## config.mk

```make
export PLATFORM = sky130hd
export DESIGN_NAME = wb_intercon
export DESIGN_NICKNAME = d
export VERILOG_FILES = /design/src/rtl/wb_intercon.sv
export SDC_FILE = /design/constraint.sdc
export NUM_CORES = 1
export LEC_CHECK = 0
export BUFFER_PORTS_ARGS = -buffer_cell sky130_fd_sc_hd__buf_2
export CAP_MARGIN = 20
export CELL_PAD_IN_SITES_DETAIL_PLACEMENT = 0
export CELL_PAD_IN_SITES_GLOBAL_PLACEMENT = 1
export CORE_AREA = 2 2 216 218
export CTS_BUF_LIST = sky130_fd_sc_hd__clkbuf_8
export DETAILED_ROUTE_END_ITERATION = 6
export DIE_AREA = 0 0 218 220
export PLACE_DENSITY = 0.51
export SKIP_CTS_REPAIR_TIMING = 1
export SYNTH_ARGS = -nofsm -noshare
export SYNTH_HDL_FRONTEND = slang
export SYNTH_SLANG_ARGS = --single-unit
```

## constraint.sdc

```tcl
create_clock -name wb_clk_i -period 0.98 [get_ports wb_clk_i]
set_clock_uncertainty 0.05 [all_clocks]
set_input_delay 0.049 -clock wb_clk_i [delete_from_list [all_inputs] [get_ports wb_clk_i]]
set_output_delay 0.049 -clock wb_clk_i [all_outputs]
set_load 0.01 [all_outputs]
```

## src/rtl/wb_intercon.sv

```systemverilog
// wb_intercon: Wishbone B4 classic NM-master / NS-slave interconnect.
// Round-robin arbiter, base/mask decode, error termination + bus-error irq.
//
// Optional feature macro: WB_TIMEOUT_EN (stalled-slave timeout counter).
//
// Ports:
//   wb_clk_i, wb_rstn_i        clock, async active-low reset
//   m_adr_i/m_dat_i/m_sel_i    packed per-master request fields
//   m_we_i/m_stb_i/m_cyc_i     per-master control
//   m_dat_o/m_ack_o/m_err_o    read data (broadcast), per-master ack/err
//   s_adr_o/s_dat_o/s_sel_o    shared slave request fields
//   s_we_o/s_cyc_o/s_stb_o     shared we, per-slave cyc/stb
//   s_dat_i/s_ack_i            packed slave read data, slave acks
//   berr_irq_o/berr_adr_o      error pulse and last error address
module wb_intercon #(
    parameter int              NM       = 2,
    parameter int              NS       = 8,
    parameter logic [NS*32-1:0] SLV_BASE = '0,
    parameter logic [NS*32-1:0] SLV_MASK = '0,
    parameter int              TIMEOUT  = 255
) (
    input  logic             wb_clk_i,
    input  logic             wb_rstn_i,
    input  logic [NM*32-1:0] m_adr_i,
    input  logic [NM*32-1:0] m_dat_i,
    input  logic [NM*4-1:0]  m_sel_i,
    input  logic [NM-1:0]    m_we_i,
    input  logic [NM-1:0]    m_stb_i,
    input  logic [NM-1:0]    m_cyc_i,
    output logic [31:0]      m_dat_o,
    output logic [NM-1:0]    m_ack_o,
    output logic [NM-1:0]    m_err_o,
    output logic [31:0]      s_adr_o,
    output logic [31:0]      s_dat_o,
    output logic [3:0]       s_sel_o,
    output logic             s_we_o,
    output logic [NS-1:0]    s_cyc_o,
    output logic [NS-1:0]    s_stb_o,
    input  logic [NS*32-1:0] s_dat_i,
    input  logic [NS-1:0]    s_ack_i,
    output logic             berr_irq_o,
    output logic [31:0]      berr_adr_o
);

    localparam int MW = (NM > 1) ? $clog2(NM) : 1;
    localparam int SW = (NS > 1) ? $clog2(NS) : 1;

    typedef enum logic {
        IDLE,
        OWN
    } state_t;

    state_t        state;
    logic [MW-1:0] gnt;
    logic [MW-1:0] last;
    logic [MW-1:0] win;
    logic [MW-1:0] idx;
    logic          err_q;
    logic          err_set;
    logic          to_err;

    logic          own;
    logic          cyc_g;
    logic          stb_g;
    logic          we_g;
    logic [31:0]   adr_g;
    logic [31:0]   dat_g;
    logic [3:0]    sel_g;

    logic          hit;
    logic [SW-1:0] sel;
    logic          ack_raw;

    assign own   = (state == OWN);
    assign cyc_g = m_cyc_i[gnt];
    assign stb_g = m_stb_i[gnt];
    assign we_g  = m_we_i[gnt];
    assign adr_g = m_adr_i[gnt*32 +: 32];
    assign dat_g = m_dat_i[gnt*32 +: 32];
    assign sel_g = m_sel_i[gnt*4 +: 4];

    // Search downward so the requester closest after 'last' wins.
    always_comb begin
        win = last;
        idx = '0;
        for (int k = NM; k >= 1; k--) begin
            idx = MW'((int'(last) + k) % NM);
            if (m_cyc_i[idx]) win = idx;
        end
    end

    // Descending scan: lowest matching slave index has priority.
    always_comb begin
        hit = 1'b0;
        sel = '0;
        for (int i = NS - 1; i >= 0; i--) begin
            if ((adr_g & SLV_MASK[i*32 +: 32]) == SLV_BASE[i*32 +: 32]) begin
                hit = 1'b1;
                sel = SW'(i);
            end
        end
    end

    assign ack_raw = hit & s_ack_i[sel];

    assign err_set = own & cyc_g & stb_g & ~err_q & (~hit | to_err);

`ifdef WB_TIMEOUT_EN
    localparam logic [15:0] TO_LIM = 16'(TIMEOUT - 1);

    logic [15:0] to_cnt;

    assign to_err = hit & ~ack_raw & (to_cnt == TO_LIM);

    always_ff @(posedge wb_clk_i or negedge wb_rstn_i) begin
        if (!wb_rstn_i) begin
            to_cnt <= '0;
        end else if (!own || !stb_g || ack_raw || err_set) begin
            to_cnt <= '0;
        end else begin
            to_cnt <= to_cnt + 16'd1;
        end
    end
`else
    logic [31:0] to_unused;

    assign to_unused = TIMEOUT;
    assign to_err    = 1'b0;
`endif

    always_ff @(posedge wb_clk_i or negedge wb_rstn_i) begin
        if (!wb_rstn_i) begin
            state      <= IDLE;
            gnt        <= '0;
            last       <= MW'(NM - 1);
            err_q      <= 1'b0;
            berr_adr_o <= '0;
        end else begin
            err_q <= err_set;
            if (err_set) berr_adr_o <= adr_g;
            unique case (state)
                IDLE: begin
                    if (|m_cyc_i) begin
                        state <= OWN;
                        gnt   <= win;
                        last  <= win;
                    end
                end
                OWN: begin
                    if (!cyc_g) state <= IDLE;
                end
                default: state <= IDLE;
            endcase
        end
    end

    assign berr_irq_o = err_q;

    always_comb begin
        s_adr_o = own ? adr_g : '0;
        s_dat_o = own ? dat_g : '0;
        s_sel_o = own ? sel_g : '0;
        s_we_o  = own & we_g;
        s_cyc_o = '0;
        s_stb_o = '0;
        m_dat_o = '0;
        m_ack_o = '0;
        m_err_o = '0;
        if (own && hit) begin
            s_cyc_o[sel] = cyc_g;
            s_stb_o[sel] = stb_g;
            m_dat_o      = s_dat_i[sel*32 +: 32];
            // A timeout err cycle keeps stb up; suppress a late ack there.
            m_ack_o[gnt] = stb_g & ack_raw & ~err_q;
        end
        m_err_o[gnt] = err_q;
    end

endmodule

```

==> results of run 1 <==
==> cells in the mapped netlist (all sizes together) <==
library cell	instances	share of area, %
a21o	1	0.41
mux2i	70	38
nand2b	2	0.68
dfrtp	2	2.7
nor3b	1	0.41
inv	1	0.20
nand2	3	0.61
a21oi	2	0.54
clkbuf	3	0.61
a32o	1	0.54
nor2	73	15
conb	1	0.20
dfstp	1	1.4
buf	65	28
and2	32	11
==> where the power goes <==
part | switching (mW) | total [mW] | internal, mW
combinational | 2.91 | 6.25 | 3.35
sequential | 0.0679 | 0.269 | 0.201
clock | 0.0854 | 0.352 | 0.267
total | 3.06 | 6.87 | 3.81
==> critical path: stages (launching register included) <==
cell,delay (ns)
dfrtp_4,0.50
buf_12,0.17
buf_4,0.16
mux2i_1,0.16
nor2_1,0.06
buf_2,0.14
==> sequential cells by signal (all words and copies together) (netlist names) <==
| name | count |
|---|---|
| gnt | 1 |
| last | 1 |
| own | 1 |
==> worst paths after layout <==
check                                start          end  slack (ns)  cells past startpoint
worst max-delay path                   gnt  s_dat_o[12]       -0.53                      5
worst min-delay path            m_cyc_i[1]          own        0.13                      3
min in group asynchronous        wb_rstn_i          gnt        0.16                      2
max in group asynchronous        wb_rstn_i         last        0.52                      2
worst min register to register        last          gnt        0.57                      2
worst max register to register         own         last       -0.15                      4
==> per-layer routing <==
layer	track usage, %	up-vias	wire length [um]
met3	2.73	12	1820
li1	-	1338	-
met2	8.15	198	6490
met4	0	8	8
met5	0	-	53
met1	4.02	1161	4170
==> stage by stage <==
stage / cells / TNS, ns
finish: 1167 / -45.51
global route: 1161 / -51.24
CTS: 1151 / -49.07
detailed placement: 1147 / -24.44
global placement: 1147 / -24.98
floorplan: 306 / -3.34
==> kinds of logic after synthesis <==
logic type      count (synthesis)  synth area share, %
simple gates                  111                 27.3
compound gates                  4                 1.49
flops                           3                 4.12
buf+inv                        69                 29.1
other cells                     1                0.202
mux                            70                 37.8
==> area by class of cell <==
cell class	count	area, um^2
tap	607	759
fill	5388	41400
sequential	3	81.3
timing repair buffer	310	2020
clock inverter	1	3.75
clock buffer	3	41.3
multi-input combinational	234	1550
inverter	1	8.76
antenna	8	20.0
==> metrics, run 1 <==
status finished, violations left; failing checks setup timing; GRT overflow 0; final net count just under 1000; Mean Syn Cell Area just over 7 um^2; Worst Path Arrival 1.41 ns; Yosys Warn Count 0; Clock Latency Late Sink 0.22 ns; Power Total 6.87 mW; detailed placement HPWL 10.8 mm; Area Growth Syn to Fin 142%; kind of critical path flip-flop to output port; vias in the first global route 2340; Placer Congestion 0.690; Die Y 220 um; fin util about a tenth; DR vias/cell 2.33; DRC 0; Max Root-Sink Buffers 2; FP Rows 79; pin count of the biggest net entering global routing 34; WP data required 0.88 ns; Max IR drop VDD 0.000724 V; I/O pins 562; initial antenna violation count 13; GRT Overall Usage 4.26%; Root Buffer clkbuf_8; CP endpoint kind output port; Hold Worst Slack 0.134 ns; Cell Pwr Density 1530 nW/um^2; ANT nets after route 0; MaxCap Viol Count 0; # setup viols final 108; RSZ-0062 raised after global routing yes; post-synth design cell area 1850 um^2; WL per Instance 10.7 um; TritonCTS clock tree yes; die width 218 um; TritonCTS buffer count 3; class of the worst hold path input pin to flip-flop; CTS Sinks 3; router iterations before antenna repair 4; Seq/Total Area, Yosys under 10%; CTS clk-pin slew, worst paths roughly 0.030 ns; final hold vios 0; core area 45900 um^2; Final Cell Area approximately 4500 um^2; Period Utilization, post-route 154%; placed cell areas 3940 um^2; crit path time final 1.51 ns; htree depth 1; layout cells sized above 1 64.3%; crit start category flip-flop; leading cell type in the layout, fill and taps excluded buf_2; Initial Utilization 4.04%; Cells after Synth between 200 and 300; worst-path fanout max 12; Port-buffer cells 281; die area 48000 um^2; DR vias 2717; pre-CTS WS -0.318 ns; Final Max Slew Viols 0; commonest cells after routing, fill and taps aside 251 x buf_2, 70 x nor2_1, 67 x mux2i_1; final setup margin -0.532 ns; first-pass GRT wire length 14.6 mm; f_max 0.661 GHz; Iteration-0 DRC Markers 37; Leakage Power 2.39 nW; post-synth cell types 18; Yosys reg bits 3; Routed WL 12.5 mm
Power figures use the tool's default switching activity.
==> inputs of run 2 (changes only) <==
--- a/config.mk
+++ b/config.mk
@@ -14,6 +14,7 @@
 export DETAILED_ROUTE_END_ITERATION = 6
 export DIE_AREA = 0 0 218 220
 export PLACE_DENSITY = 0.51
+export RECOVER_POWER = 25
 export SKIP_CTS_REPAIR_TIMING = 1
 export SYNTH_ARGS = -nofsm -noshare
 export SYNTH_HDL_FRONTEND = slang
==> metrics, run 2 (synthesized netlist as in run 1, its figures left out) <==
Reg area 81.3 um^2; Area Growth Syn to Fin 142%; # setup viols final between 100 and 150; class of the worst hold path input pin to flip-flop; die width 218 um; initial antenna violation count 13; CTS clk-pin slew, worst paths approximately 0.030 ns; FP Rows 79; pin count of the biggest net entering global routing 34; Max IR drop VDD 0.000725 V; Period Utilization, post-route 154%; Power Total roughly 6.9 mW; commonest cells after routing, fill and taps aside 250 x buf_2, 70 x nor2_1, 67 x mux2i_1; htree depth 1; Die Y 220 um; GRT Overall Usage 4.26%; Initial Utilization 4.04%; router iterations before antenna repair 4; die area 48000 um^2; status finished, violations left; Cell Pwr Density roughly 1500 nW/um^2; vias in the first global route 2340; crit path time final between 1.5 and 2 ns; Final Max Slew Viols 0; crit start category flip-flop; final setup margin -0.532 ns; Routed WL 12.5 mm; MaxCap Viol Count 0; DR vias about 2700; WP data required 0.88 ns; core area 45900 um^2; Worst Path Arrival approximately 1.4 ns; FF-to-FF path depth 4; WL per Instance between 10 and 15 um; # fillers 5389; Root Buffer clkbuf_8; area occupied by multi-input gates 1550 um^2; pre-CTS WS -0.318 ns; ANT nets after route 0; RSZ-0062 raised after global routing yes; TritonCTS buffer count 3; Iteration-0 DRC Markers 37; crit path to s_dat_o[12]; detailed placement HPWL 10.8 mm; layout cells sized above 1 64.1%; leading cell type in the layout, fill and taps excluded buf_2; fin util 9.78%; DR vias/cell approximately 2.3; failing checks setup timing; reg-to-reg slack, setup -0.15 ns; first-pass GRT wire length 14.6 mm; worst-path fanout max 12; Max Root-Sink Buffers 2; Placed Instances about 1100; Hold Startpoint m_cyc_i[1]; GRT overflow 0; f_max 0.661 GHz; CP startpoint gnt; Placer Congestion between 0.6 and 0.7; DRC 0; final net count 961; reg-to-reg startpoint own; TritonCTS clock tree yes; CTS Sinks 3; I/O pins 562; final hold vios 0; R2R Path End last; Clock Latency Late Sink 0.22 ns; Finished Layout Cells 1167; kind of critical path flip-flop to output port; Port-buffer cells between 200 and 300; CP endpoint kind output port; Leakage Power 2.39 nW
run 2: area by class of cell:
type / instances / area share [%]
Sequential cell: 3 / 1.81
Timing Repair Buffer: 310 / 45.0
Clock inverter: 1 / 0.0837
Clock buffer: 3 / 0.921
Inverter: 1 / 0.195
Antenna cell: 8 / 0.446
Multi-Input combinational cell: 234 / 34.6
Tap cell: 607 / 16.9
run 2: routing by layer:
| layer | vias up | track usage, % | routed length (um) |
|---|---|---|---|
| li1 | 1338 | - | - |
| met1 | 1161 | 4.02 | 4170 |
| met2 | 198 | 8.15 | 6490 |
| met3 | 12 | 2.73 | 1820 |
| met4 | 8 | 0 | 8 |
| met5 | - | 0 | 53 |
run 2: worst min-delay path by stage:
stage               endpoint  slack [ns]  depth (start not counted)
detailed placement       own       -0.19                          1
global placement         own       -0.19                          1
CTS                      gnt       -0.42                          1
floorplan                gnt       -0.30                          0
finish                   own        0.13                          3
global route             own        0.16                          3
run 2: power by group:
part           total [mW]  switching [mW]  internal [mW]
Combinational        6.25            2.91           3.35
Sequential          0.269          0.0679          0.201
Clock               0.352          0.0854          0.267
run 2: per-stage QoR:
stage	setup TNS [ns]	hold slack, ns	cell area [um^2]
after global routing	-51.24	0.157	4470
after floorplan	-3.34	-0.297	2040
after global placement	-24.98	-0.191	3940
after CTS	-49.07	-0.419	3990
final	-45.51	0.134	4480
after detailed placement	-24.44	-0.189	3940
run 2: critical path: stages (launching register included):
cell and delay [ns]:
dfrtp_4 0.50, buf_12 0.17, buf_4 0.16, mux2i_1 0.16, nor2_1 0.06, buf_2 0.14
